## src/rtl/header_ram_reader_pkg.sv

```systemverilog
// Shared definitions for the header RAM readout sequencer.
package header_ram_reader_pkg;

  // Default number of output buffer entries (power of 2, at least 4).
  localparam int unsigned FIFO_DEPTH_DEF = 4;

  // Readout sequencer states.
  typedef enum logic [1:0] {
    IDLE  = 2'd0,
    READ  = 2'd1,
    DRAIN = 2'd2,
    DONE  = 2'd3
  } rd_state_e;

endpackage

```

## src/rtl/header_out_fifo.sv

```systemverilog
// Small synchronous FIFO carrying {last, data} between the RAM capture
// point and the valid/ready output stream. Head entry is presented directly.
module header_out_fifo
  import header_ram_reader_pkg::*;
#(
  parameter int unsigned WIDTH = 19,
  parameter int unsigned DEPTH = FIFO_DEPTH_DEF
) (
  input  logic                       clock,
  input  logic                       reset_n,
  input  logic                       flush,
  input  logic                       wr_en,
  input  logic [WIDTH-1:0]           wr_data,
  input  logic                       rd_ready,
  output logic                       rd_valid,
  output logic [WIDTH-1:0]           rd_data,
  output logic [$clog2(DEPTH):0]     count
);

  localparam int unsigned PW = $clog2(DEPTH);
  localparam int unsigned CW = PW + 1;

  logic [WIDTH-1:0] mem_q [DEPTH];
  logic [WIDTH-1:0] mem_d [DEPTH];
  logic [PW-1:0]    wr_ptr_q, wr_ptr_d;
  logic [PW-1:0]    rd_ptr_q, rd_ptr_d;
  logic [CW-1:0]    count_q, count_d;
  logic             full_s;
  logic             pop_s;
  logic             push_s;

  assign rd_valid = (count_q != {CW{1'b0}});
  assign rd_data  = mem_q[rd_ptr_q];
  assign count    = count_q;

  // Next-state computation for storage, pointers and occupancy.
  always_comb begin
    mem_d    = mem_q;
    wr_ptr_d = wr_ptr_q;
    rd_ptr_d = rd_ptr_q;
    count_d  = count_q;
    full_s   = (count_q == CW'(DEPTH));
    pop_s    = rd_valid & rd_ready;
    push_s   = wr_en & (~full_s | pop_s);
    if (flush) begin
      wr_ptr_d = {PW{1'b0}};
      rd_ptr_d = {PW{1'b0}};
      count_d  = {CW{1'b0}};
    end else begin
      if (push_s) begin
        mem_d[wr_ptr_q] = wr_data;
        wr_ptr_d        = wr_ptr_q + {{(PW-1){1'b0}}, 1'b1};
      end else begin
        wr_ptr_d = wr_ptr_q;
      end
      if (pop_s) begin
        rd_ptr_d = rd_ptr_q + {{(PW-1){1'b0}}, 1'b1};
      end else begin
        rd_ptr_d = rd_ptr_q;
      end
      case ({push_s, pop_s})
        2'b10:   count_d = count_q + {{(CW-1){1'b0}}, 1'b1};
        2'b01:   count_d = count_q - {{(CW-1){1'b0}}, 1'b1};
        default: count_d = count_q;
      endcase
    end
  end

  // Buffer state registers; storage is cleared on reset so outputs read 0.
  always_ff @(posedge clock or negedge reset_n) begin
    if (!reset_n) begin
      for (int unsigned i = 0; i < DEPTH; i++) begin
        mem_q[i] <= {WIDTH{1'b0}};
      end
      wr_ptr_q <= {PW{1'b0}};
      rd_ptr_q <= {PW{1'b0}};
      count_q  <= {CW{1'b0}};
    end else begin
      mem_q    <= mem_d;
      wr_ptr_q <= wr_ptr_d;
      rd_ptr_q <= rd_ptr_d;
      count_q  <= count_d;
    end
  end

  header_out_fifo_chk u_chk (
    .clock   (clock),
    .reset_n (reset_n),
    .flush   (flush),
    .push    (wr_en),
    .pop     (pop_s),
    .full    (full_s)
  );

endmodule

```

## src/rtl/header_out_fifo_chk.sv

```systemverilog
// Assertion checker for the header output buffer: a write may never land
// in a full buffer unless the head entry leaves in the same cycle.
module header_out_fifo_chk (
  input logic clock,
  input logic reset_n,
  input logic flush,
  input logic push,
  input logic pop,
  input logic full
);

  // Flag any write attempted into a full buffer that is not being drained.
  always @(posedge clock) begin
    if (reset_n && !flush) begin
      assert (!(push && full && !pop))
        else $error("header_out_fifo: push into full buffer");
    end
  end

endmodule

```

## src/rtl/header_ram_reader.sv

```systemverilog
// Readout sequencer for the header RAM read port: issues consecutive reads,
// captures the 1-clock-latency data into a credit-controlled buffer and
// streams the words out with valid/ready and a last marker.
module header_ram_reader
  import header_ram_reader_pkg::*;
#(
  parameter int unsigned RAM_WIDTH  = 18,
  parameter int unsigned RAM_ADRB   = 11,
  parameter int unsigned FIFO_DEPTH = FIFO_DEPTH_DEF
) (
  input  logic                 clock,
  input  logic                 reset_n,
  input  logic                 start,
  input  logic [RAM_ADRB-1:0]  start_adr,
  input  logic [RAM_ADRB:0]    nwords,
  input  logic                 abort,
  output logic                 busy,
  output logic                 done,
  output logic                 rd_enb,
  output logic [RAM_ADRB-1:0]  rd_adrb,
  input  logic [RAM_WIDTH-1:0] rd_datab,
  output logic [RAM_WIDTH-1:0] out_data,
  output logic                 out_valid,
  output logic                 out_last,
  input  logic                 out_ready
);

  localparam int unsigned CW = $clog2(FIFO_DEPTH) + 1;
  localparam int unsigned NW = RAM_ADRB + 1;
  localparam logic [CW:0] DEPTH_C = (CW + 1)'(FIFO_DEPTH);

  rd_state_e           state_q, state_d;
  logic [RAM_ADRB-1:0] adr_q, adr_d;
  logic [NW-1:0]       nwords_q, nwords_d;
  logic [NW-1:0]       issued_q, issued_d;
  logic                pending_q, pending_d;
  logic                pend_last_q, pend_last_d;

  logic [CW-1:0]       fifo_count_s;
  logic [CW:0]         credits_used_s;
  logic                credit_ok_s;
  logic                flush_s;
  logic [NW-1:0]       issued_inc_s;
  logic [RAM_WIDTH:0]  fifo_rd_s;

  assign out_data = fifo_rd_s[RAM_WIDTH-1:0];
  assign out_last = fifo_rd_s[RAM_WIDTH];
  assign rd_adrb  = adr_q;
  assign busy     = (state_q == READ) || (state_q == DRAIN);
  assign done     = (state_q == DONE);

  // FSM next state, read issue and credit check (registered counts only).
  always_comb begin
    state_d        = state_q;
    adr_d          = adr_q;
    nwords_d       = nwords_q;
    issued_d       = issued_q;
    pending_d      = 1'b0;
    pend_last_d    = 1'b0;
    rd_enb         = 1'b0;
    flush_s        = 1'b0;
    credits_used_s = {1'b0, fifo_count_s} + {{CW{1'b0}}, pending_q};
    credit_ok_s    = (credits_used_s < DEPTH_C);
    issued_inc_s   = issued_q + {{(NW-1){1'b0}}, 1'b1};
    case (state_q)
      IDLE: begin
        if (start && !abort) begin
          adr_d    = start_adr;
          nwords_d = nwords;
          issued_d = {NW{1'b0}};
          if (nwords == {NW{1'b0}}) begin
            state_d = DONE;
          end else begin
            state_d = READ;
          end
        end else begin
          state_d = IDLE;
        end
      end
      READ: begin
        if (abort) begin
          state_d = IDLE;
          flush_s = 1'b1;
        end else if (credit_ok_s && (issued_q != nwords_q)) begin
          rd_enb      = 1'b1;
          adr_d       = adr_q + {{(RAM_ADRB-1){1'b0}}, 1'b1};
          issued_d    = issued_inc_s;
          pending_d   = 1'b1;
          pend_last_d = (issued_inc_s == nwords_q);
          if (issued_inc_s == nwords_q) begin
            state_d = DRAIN;
          end else begin
            state_d = READ;
          end
        end else begin
          state_d = READ;
        end
      end
      DRAIN: begin
        if (abort) begin
          state_d = IDLE;
          flush_s = 1'b1;
        end else if (out_valid && out_ready && out_last) begin
          state_d = DONE;
        end else begin
          state_d = DRAIN;
        end
      end
      DONE: begin
        state_d = IDLE;
      end
      default: begin
        state_d = IDLE;
        flush_s = 1'b1;
      end
    endcase
  end

  // Sequencer registers: state, address/issue counters and capture flag.
  always_ff @(posedge clock or negedge reset_n) begin
    if (!reset_n) begin
      state_q     <= IDLE;
      adr_q       <= {RAM_ADRB{1'b0}};
      nwords_q    <= {NW{1'b0}};
      issued_q    <= {NW{1'b0}};
      pending_q   <= 1'b0;
      pend_last_q <= 1'b0;
    end else begin
      state_q     <= state_d;
      adr_q       <= adr_d;
      nwords_q    <= nwords_d;
      issued_q    <= issued_d;
      pending_q   <= pending_d;
      pend_last_q <= pend_last_d;
    end
  end

  // RAM data is captured only in the cycle following an issue; a flush
  // on abort overrides that capture.
  header_out_fifo #(
    .WIDTH (RAM_WIDTH + 1),
    .DEPTH (FIFO_DEPTH)
  ) u_fifo (
    .clock    (clock),
    .reset_n  (reset_n),
    .flush    (flush_s),
    .wr_en    (pending_q),
    .wr_data  ({pend_last_q, rd_datab}),
    .rd_ready (out_ready),
    .rd_valid (out_valid),
    .rd_data  (fifo_rd_s),
    .count    (fifo_count_s)
  );

endmodule

```

## config.mk

```make
export PLATFORM = sky130hd
export DESIGN_NAME = header_ram_reader
export DESIGN_NICKNAME = d
export VERILOG_FILES = /design/src/rtl/header_ram_reader_pkg.sv /design/src/rtl/header_out_fifo.sv /design/src/rtl/header_out_fifo_chk.sv /design/src/rtl/header_ram_reader.sv
export SDC_FILE = /design/constraint.sdc
export NUM_CORES = 1
export LEC_CHECK = 0
export ABC_AREA = 1
export BUFFER_PORTS_ARGS = -buffer_cell sky130_fd_sc_hd__buf_2
export CAP_MARGIN = 20
export CORE_ASPECT_RATIO = 1.25
export CORE_MARGIN = 5
export CORE_UTILIZATION = 40
export CTS_BUF_LIST = sky130_fd_sc_hd__clkbuf_4 sky130_fd_sc_hd__clkbuf_8
export DETAILED_ROUTE_END_ITERATION = 10
export PLACE_DENSITY = 0.65
export RECOVER_POWER = 50
export SKIP_CTS_REPAIR_TIMING = 1
export SLEW_MARGIN = 20
export SYNTH_ARGS = -nofsm -noshare
export SYNTH_HDL_FRONTEND = slang
export SYNTH_SLANG_ARGS = --single-unit
export TNS_END_PERCENT = 100
```

## constraint.sdc

```tcl
create_clock -name clock -period 1.8 [get_ports clock]
set_input_delay 0.36 -clock clock [delete_from_list [all_inputs] [get_ports clock]]
set_output_delay 0.36 -clock clock [all_outputs]
set_load 0.03 [all_outputs]
```

==> metrics.md, run 1 <==
| Metric | Value |
|---|---|
| Routability Congestion | 0.897 |
| Starting Density | 40.3% |
| Std-Cell Rows | 51 |
| Vias per cell | 4.95 |
| Post-Route WL | 16.6 mm |
| Leakage | 4.03 nW |
| Warnings from Yosys | 0 |
| Setup repair after global routing missed its margin | yes |
| Number of global-route vias before repair | 5323 |
| Met3 WL post-DR | 594 um |
| Cell taking the most area after synthesis | dfrtp_1 |
| Clock Skew | 0.00921 ns |
| CP required | 1.44 ns |
| Top post-synthesis cells by area | dfrtp_1, nand2_1, o21ai_0, nor2_1, inv_1 |
| Overflow after GRT | 0 |
| Failing checks | max-capacitance violations, max-slew violations, negative setup slack |
| CTS root buffer | clkbuf_8 |
| Largest net degree at the start of global routing | 123 |
| # Max-Cap Violations | 1 |
| Reg2reg path depth | 9 |
| Register bit count reported by yosys | 122 |
| Post-DP HPWL | 10.6 mm |
| NumNets Final | 968 |
| Core area | 15500 um^2 |
| Via count | 5599 |
| First-pass GRT wire length | 25.7 mm |
| Post-Syn Area | 6260 um^2 |
| IO Port Bufs | 79 |
| Post-Layout Cell Count | 1132 |
| Max layer used | met4 |
| Number of antenna diodes | 0 |
| Share of cells above drive strength 1 | 35.1% |
| CTS tree | yes |
| Crit-path max FO | 3 |
| Worst slew margin | -4.99% |
| Critical Path Start Type | flop |
| Detailed Route Iter0 Violations | 292 |
| Worst setup EP type | output pin |
| Mapped Nets | 838 |
| Synth cell types | 36 |
| Fin crit share | 118% |
| Fin. Hold Viols | 0 |
| H-Tree Depth | 4 |
| Final core utilization | 54.6% |
| Sequential share of the synthesized area | 48.8% |
| Initial antenna violation count | 0 |
| Dpl cells | 1073 |
| Post-route DRC | 0 |
| Worst Path Arrival | 1.77 ns |
| CTS max path bufs | 2 |
| Mapped Cells | 779 |
| Worst-path clk slew | 0.07 ns |
| M1 wire length | 6.69 mm |
| Clock latency on the worst-skew pair | 0.43 ns |
| Metal2 WL | 8.99 mm |
| Status | finished, violations left |
| IO Pins | 80 |
| Total Routing Usage GR | 17.7% |
| Final worst setup slack | -0.332 ns |
| Die ar. | 18300 um^2 |
| Final setup fails | 30 |
| Pwr Density | 1520 nW/um^2 |
| # fillers | 1464 |
| CTS Sinks | 122 |
| Commonest non-fill, non-tap cell in the layout | nand2_1 |
| Post-synth top area share | 48.8% |
| CTS Buf Count | 17 |
| Worst VDD drop | 0.000549 V |
| Kind of critical path | flop to output pin |
| Hold Crit Depth | 2 |
| Least-Margin Pin Slew | 1.57 ns |
| Fin. max-slew vios | 123 |
| Max Clk Rate | 469 MHz |
| WL/cell | 14.7 um |
| Syn Area/Cell | 8.03 um^2 |
| Die H | 150 um |
| Chip width | 122 um |
| Worst hold-check path type | primary input to flop |
| Tmin final | 2.13 ns |
| Detail Route Antenna Nets | 0 |
| Most frequent cells in the layout | nand2_1, dfrtp_1, o21ai_0 |
| Initial DRT Pass Iterations | 5 |
| Area growth, synth to finish | 35.4% |
## routing by layer
metal / track usage, % / vias to the layer above
li1: - / 2793
met1: 20.9 / 2673
met2: 31.7 / 107
met3: 3.21 / 26
met4: 7.06 / 0
met5: 0 / -
## flip-flops by register name, summed over array words and instances (netlist names)
name             flops
u_fifo.wr_ptr_q      2
issued_q            12
u_fifo.count         3
nwords_q            12
pend_last_q          1
state_q              2
u_fifo.rd_ptr_q      2
pending_q            1
u_fifo.mem_q        76
rd_adrb             11
## cells in the mapped netlist, drive strengths merged
master / count
a21oi: 11
nand3: 24
nor4: 3
or2: 2
ha: 12
nand2: 200
nor2: 88
clkbuf: 23
nand4: 8
o31ai: 2
mux2: 7
nand3b: 1
o21ai: 145
xor2: 12
buf: 15
dfrtp: 122
o211ai: 3
fa: 1
xnor2: 11
inv: 66
o22ai: 19
a31oi: 2
nor3: 2
## area by class of cell
| cell class | instances | area [um^2] | area share (%) |
|---|---|---|---|
| multi-input combinational | 553 | 3250 | 38.4 |
| tap | 212 | 265 | 3.13 |
| clock buffer | 21 | 270 | 3.19 |
| clock inverter | 9 | 76.3 | 0.901 |
| timing repair buffer | 149 | 1290 | 15.2 |
| inverter | 66 | 258 | 3.04 |
| sequential | 122 | 3060 | 36.1 |
## final timing paths
| kind | end | slack [ns] | startpoint |
|---|---|---|---|
| worst max-delay path | rd_enb | -0.33 | issued_q[7] |
| worst min-delay path | nwords_q[4] | 0.17 | nwords[4] |
| worst max register to register | rd_adrb[10] | -0.06 | state_q[1] |
| worst min register to register | u_fifo.mem_q[59] | 0.49 | u_fifo.mem_q[59] |
| max in group asynchronous | u_fifo.rd_ptr_q[0] | 0.29 | reset_n |
| min in group asynchronous | u_fifo.mem_q[4] | 0.38 | reset_n |
## power by group
part	internal (mW)	total, mW	switching, mW
Combinational	2.94	6.52	3.59
Sequential	3.53	4.19	0.662
Clock	1.14	2.21	1.06
## kinds of logic (layout without fill, tap and decap cells)
| group | Yosys count | in the layout | synth area share [%] |
|---|---|---|---|
| buf+inv | 104 | 245 | 6.94 |
| fa+ha+maj | 13 | 13 | 2.72 |
| flops | 122 | 122 | 48.8 |
| xor+xnor | 23 | 23 | 3.46 |
| mux | 7 | 7 | 1.26 |
| compound gates | 182 | 182 | 15.2 |
| simple gates | 328 | 328 | 21.6 |
## through the flow
step	worst slack (ns)	TNS, ns	cell area, um^2	hold slack [ns]	total power, mW
2_1_floorplan	-0.0514	-1.98	6390	0.0644	7.36
5_1_grt	-0.436	-8.18	8470	0.153	13.8
4_1_cts	-0.433	-4.34	7600	0.0394	11.1
6_report	-0.332	-3.28	8470	0.172	12.9
3_3_place_gp	0.0139	0	7260	0.461	8.75
3_5_place_dp	-0.0348	-0.0348	7260	0.469	8.85
## critical path, stage by stage, from the launching register on
cell	delay [ns]
dfrtp_1	0.42
inv_2	0.08
nand2_2	0.05
nand2_2	0.07
inv_2	0.04
nand2_1	0.05
nor2_1	0.04
nand3_1	0.10
nand2_2	0.09
nor3_4	0.23
buf_6	0.17
Power figures use the tool's default switching activity.
==> inputs of run 2 (changes only) <==
Settings changed: CORE_ASPECT_RATIO 1.25 to unset.
==> run 2 against run 1 <==
Effect of this change: the run ends with negative setup slack left; critical path depth unchanged; maximum frequency up 0.86%; combinational power about the same; sequential share of layout area down 0.28 points; hold slack worse by 0.024 ns; sequential power about the same; first-iteration DRC count up 21%; register-to-register slack worse by 0.02 ns; highest routed layer unchanged.
==> metrics.md, run 2 (synthesis gave the netlist of run 1 again) <==
| Metric | Value |
|---|---|
| Status | finished, violations left |
| Failing checks | negative setup slack |
| Least-Margin Pin Slew | 0.678 ns (-0.897 ns) |
| Pint | 7.59 mW (-0.19%) |
| Clock latency on the worst-skew pair | 0.45 ns (+0.02 ns) |
| Detail Route Antenna Nets | 0 (unchanged) |
| Max Clk Rate | 473 MHz (+0.86%) |
| Routability Congestion | 0.904 (+0.71%) |
| Post-Route WL | 16.3 mm (-2.1%) |
| Clock Skew | 0.0122 ns (+0.00298 ns) |
| Via count | 5712 (+2.0%) |
| Worst VDD drop | 0.000762 V (+39%) |
| CTS root buffer | clkbuf_8 |
| # fillers | 1357 (-7.3%) |
| Sequential power share | 32.0% (-0.4 points) |
| Number of global-route vias before repair | 5175 (-2.8%) |
| Worst slew margin | 54.8% (+60 points) |
| Overflow after GRT | 0 (unchanged) |
| Most frequent cells in the layout | nand2_1, dfrtp_1, o21ai_0 |
| Kind of critical path | flop to output pin |
| Final setup fails | 23 (-23%) |
| CTS Sinks | 122 (unchanged) |
| H-Tree Depth | 4 (unchanged) |
| Psw | 5.39 mW (+1.4%) |
| Number of antenna diodes | 0 (unchanged) |
| Dpl cells | 1070 (-0.28%) |
| CP required | 1.44 ns (about the same) |
| Worst-path clk slew | 0.07 ns (about the same) |
| Largest net degree at the start of global routing | 60 (-51%) |
| Worst Path Arrival | 1.75 ns (-0.02 ns) |
| Initial DRT Pass Iterations | 5 (unchanged) |
| Commonest non-fill, non-tap cell in the layout | nand2_1 |
| Std-Cell Rows | 45 (-12%) |
| WL/cell | 14.3 um (-2.4%) |
| NumNets Final | 971 (+0.31%) |
| Fin. Hold Viols | 0 (unchanged) |
| Detailed Route Iter0 Violations | 354 (+21%) |
| Tmin final | 2.11 ns (-0.0181 ns) |
| Clock network fraction of total power | 17.9% (+0.8 points) |
| Starting Density | 41.0% (+0.66 points) |
| Post-Layout Cell Count | 1136 (+0.35%) |
| Setup repair after global routing missed its margin | yes |
| CTS max path bufs | 2 (unchanged) |
| Post-route DRC | 0 (unchanged) |
| Die ar. | 18200 um^2 (about the same) |
| Critical Path Start Type | flop |
| Largest register FFs | 76 (unchanged) |
| Worst hold-check path type | primary input to flop |
| Worst setup EP type | output pin |
| CTS tree | yes |
| Vias per cell | 5.03 (+1.7%) |
| Switching Share | 41.5% (+0.38 points) |
| CTS Buf Count | 17 (unchanged) |
| IO Port Bufs | 79 (unchanged) |
| Reg with most FFs | u_fifo.mem_q |
| # Max-Cap Violations | 0 (-1) |
| Total Routing Usage GR | 16.9% (-0.79 points) |
| Hold WS | 0.148 ns (-0.0238 ns) |
| Chip width | 135 um (+11%) |
| Share of cells above drive strength 1 | 34.3% (-0.84 points) |
| IO Pins | 80 (unchanged) |
| Initial antenna violation count | 0 (unchanged) |
| Crit-path max FO | 5 (+2) |
| Leakage | 4.04 nW (+0.18%) |
| First-pass GRT wire length | 25.0 mm (-2.8%) |
| Worst slack, placed | 0.0163 ns (+0.0511 ns) |
| Post-DP HPWL | 10.4 mm (-1.6%) |
| Fin crit share | 117% (-1.0 points) |
| Top flop regs | u_fifo.mem_q x76, issued_q x12, nwords_q x12 |
| Core area | 15300 um^2 (-1.6%) |
| Die H | 135 um (-9.9%) |
| Area growth, synth to finish | 36.6% |
| Final worst setup slack | -0.314 ns (+0.0181 ns) |
| Pwr Density | 1520 nW/um^2 (-0.39%) |
| Combinational share of power | 50.1% (-0.4 points) |
| Fin. max-slew vios | 0 (-100%) |
## run 2: final cells by class
cell class	count	area, um^2	share of cell area (%)
clock buffer	19	255	2.99
clock inverter	13	120	1.41
inverter	66	265	3.10
multi-input combinational	553	3250	38.0
sequential	122	3060	35.8
tap	211	264	3.09
timing repair buffer	152	1330	15.6
## run 2: path summary, 6_finish.rpt
| check | cells after the start | start | end | slack, ns |
|---|---|---|---|---|
| worst max-delay path | 10 | issued_q[8] | rd_enb | -0.31 |
| worst min-delay path | 2 | abort | pending_q | 0.15 |
| worst min register to register | 2 | u_fifo.mem_q[21] | u_fifo.mem_q[21] | 0.48 |
| min in group asynchronous | 2 | reset_n | u_fifo.mem_q[59] | 0.46 |
| max in group asynchronous | 3 | reset_n | issued_q[3] | 0.17 |
| worst max register to register | 12 | issued_q[0] | state_q[0] | -0.08 |
## run 2: layer usage
layer | track usage [%] | wire, um | vias to the layer above | part of all wire (%)
met5 | 0 | 0 | - | 0
met4 | 5.43 | 320 | 0 | 2.0
met3 | 4.88 | 800 | 26 | 4.9
met2 | 27.1 | 7830 | 145 | 48
met1 | 22.2 | 7320 | 2728 | 45
li1 | - | - | 2813 | -
## run 2: worst max-delay path, stage by stage, from the launching register on
cell and delay (ns):
dfrtp_1 0.43, inv_2 0.09, nand2_2 0.05, nand2_2 0.07, inv_2 0.05, nand2_1 0.05, nor2_1 0.05, nand3_2 0.08
nand2_2 0.09, nor3_4 0.19, buf_6 0.16
## run 2: stage by stage
step / power (mW) / cell area (um^2) / setup TNS [ns] / util, %
final: 13.0 / 8540 / -3.69 / 56.0
after global routing: 13.8 / 8540 / -7.83 / 56.0
after CTS: 11.1 / 7630 / -6.12 / 50.0
after detailed placement: 8.77 / 7250 / 0 / 47.5
after global placement: 8.72 / 7250 / 0 / 47.5
after floorplan: 7.36 / 6390 / -1.98 / -
## run 2: power groups by stage
stage	Combinational, mW	Sequential [mW]	Clock [mW]
after floorplan	3.25	4.11	0
after global placement	4.67	4.05	0
after detailed placement	4.72	4.06	0
after CTS	4.72	4.01	2.39
after global routing	7.00	4.26	2.52
final	6.50	4.16	2.32
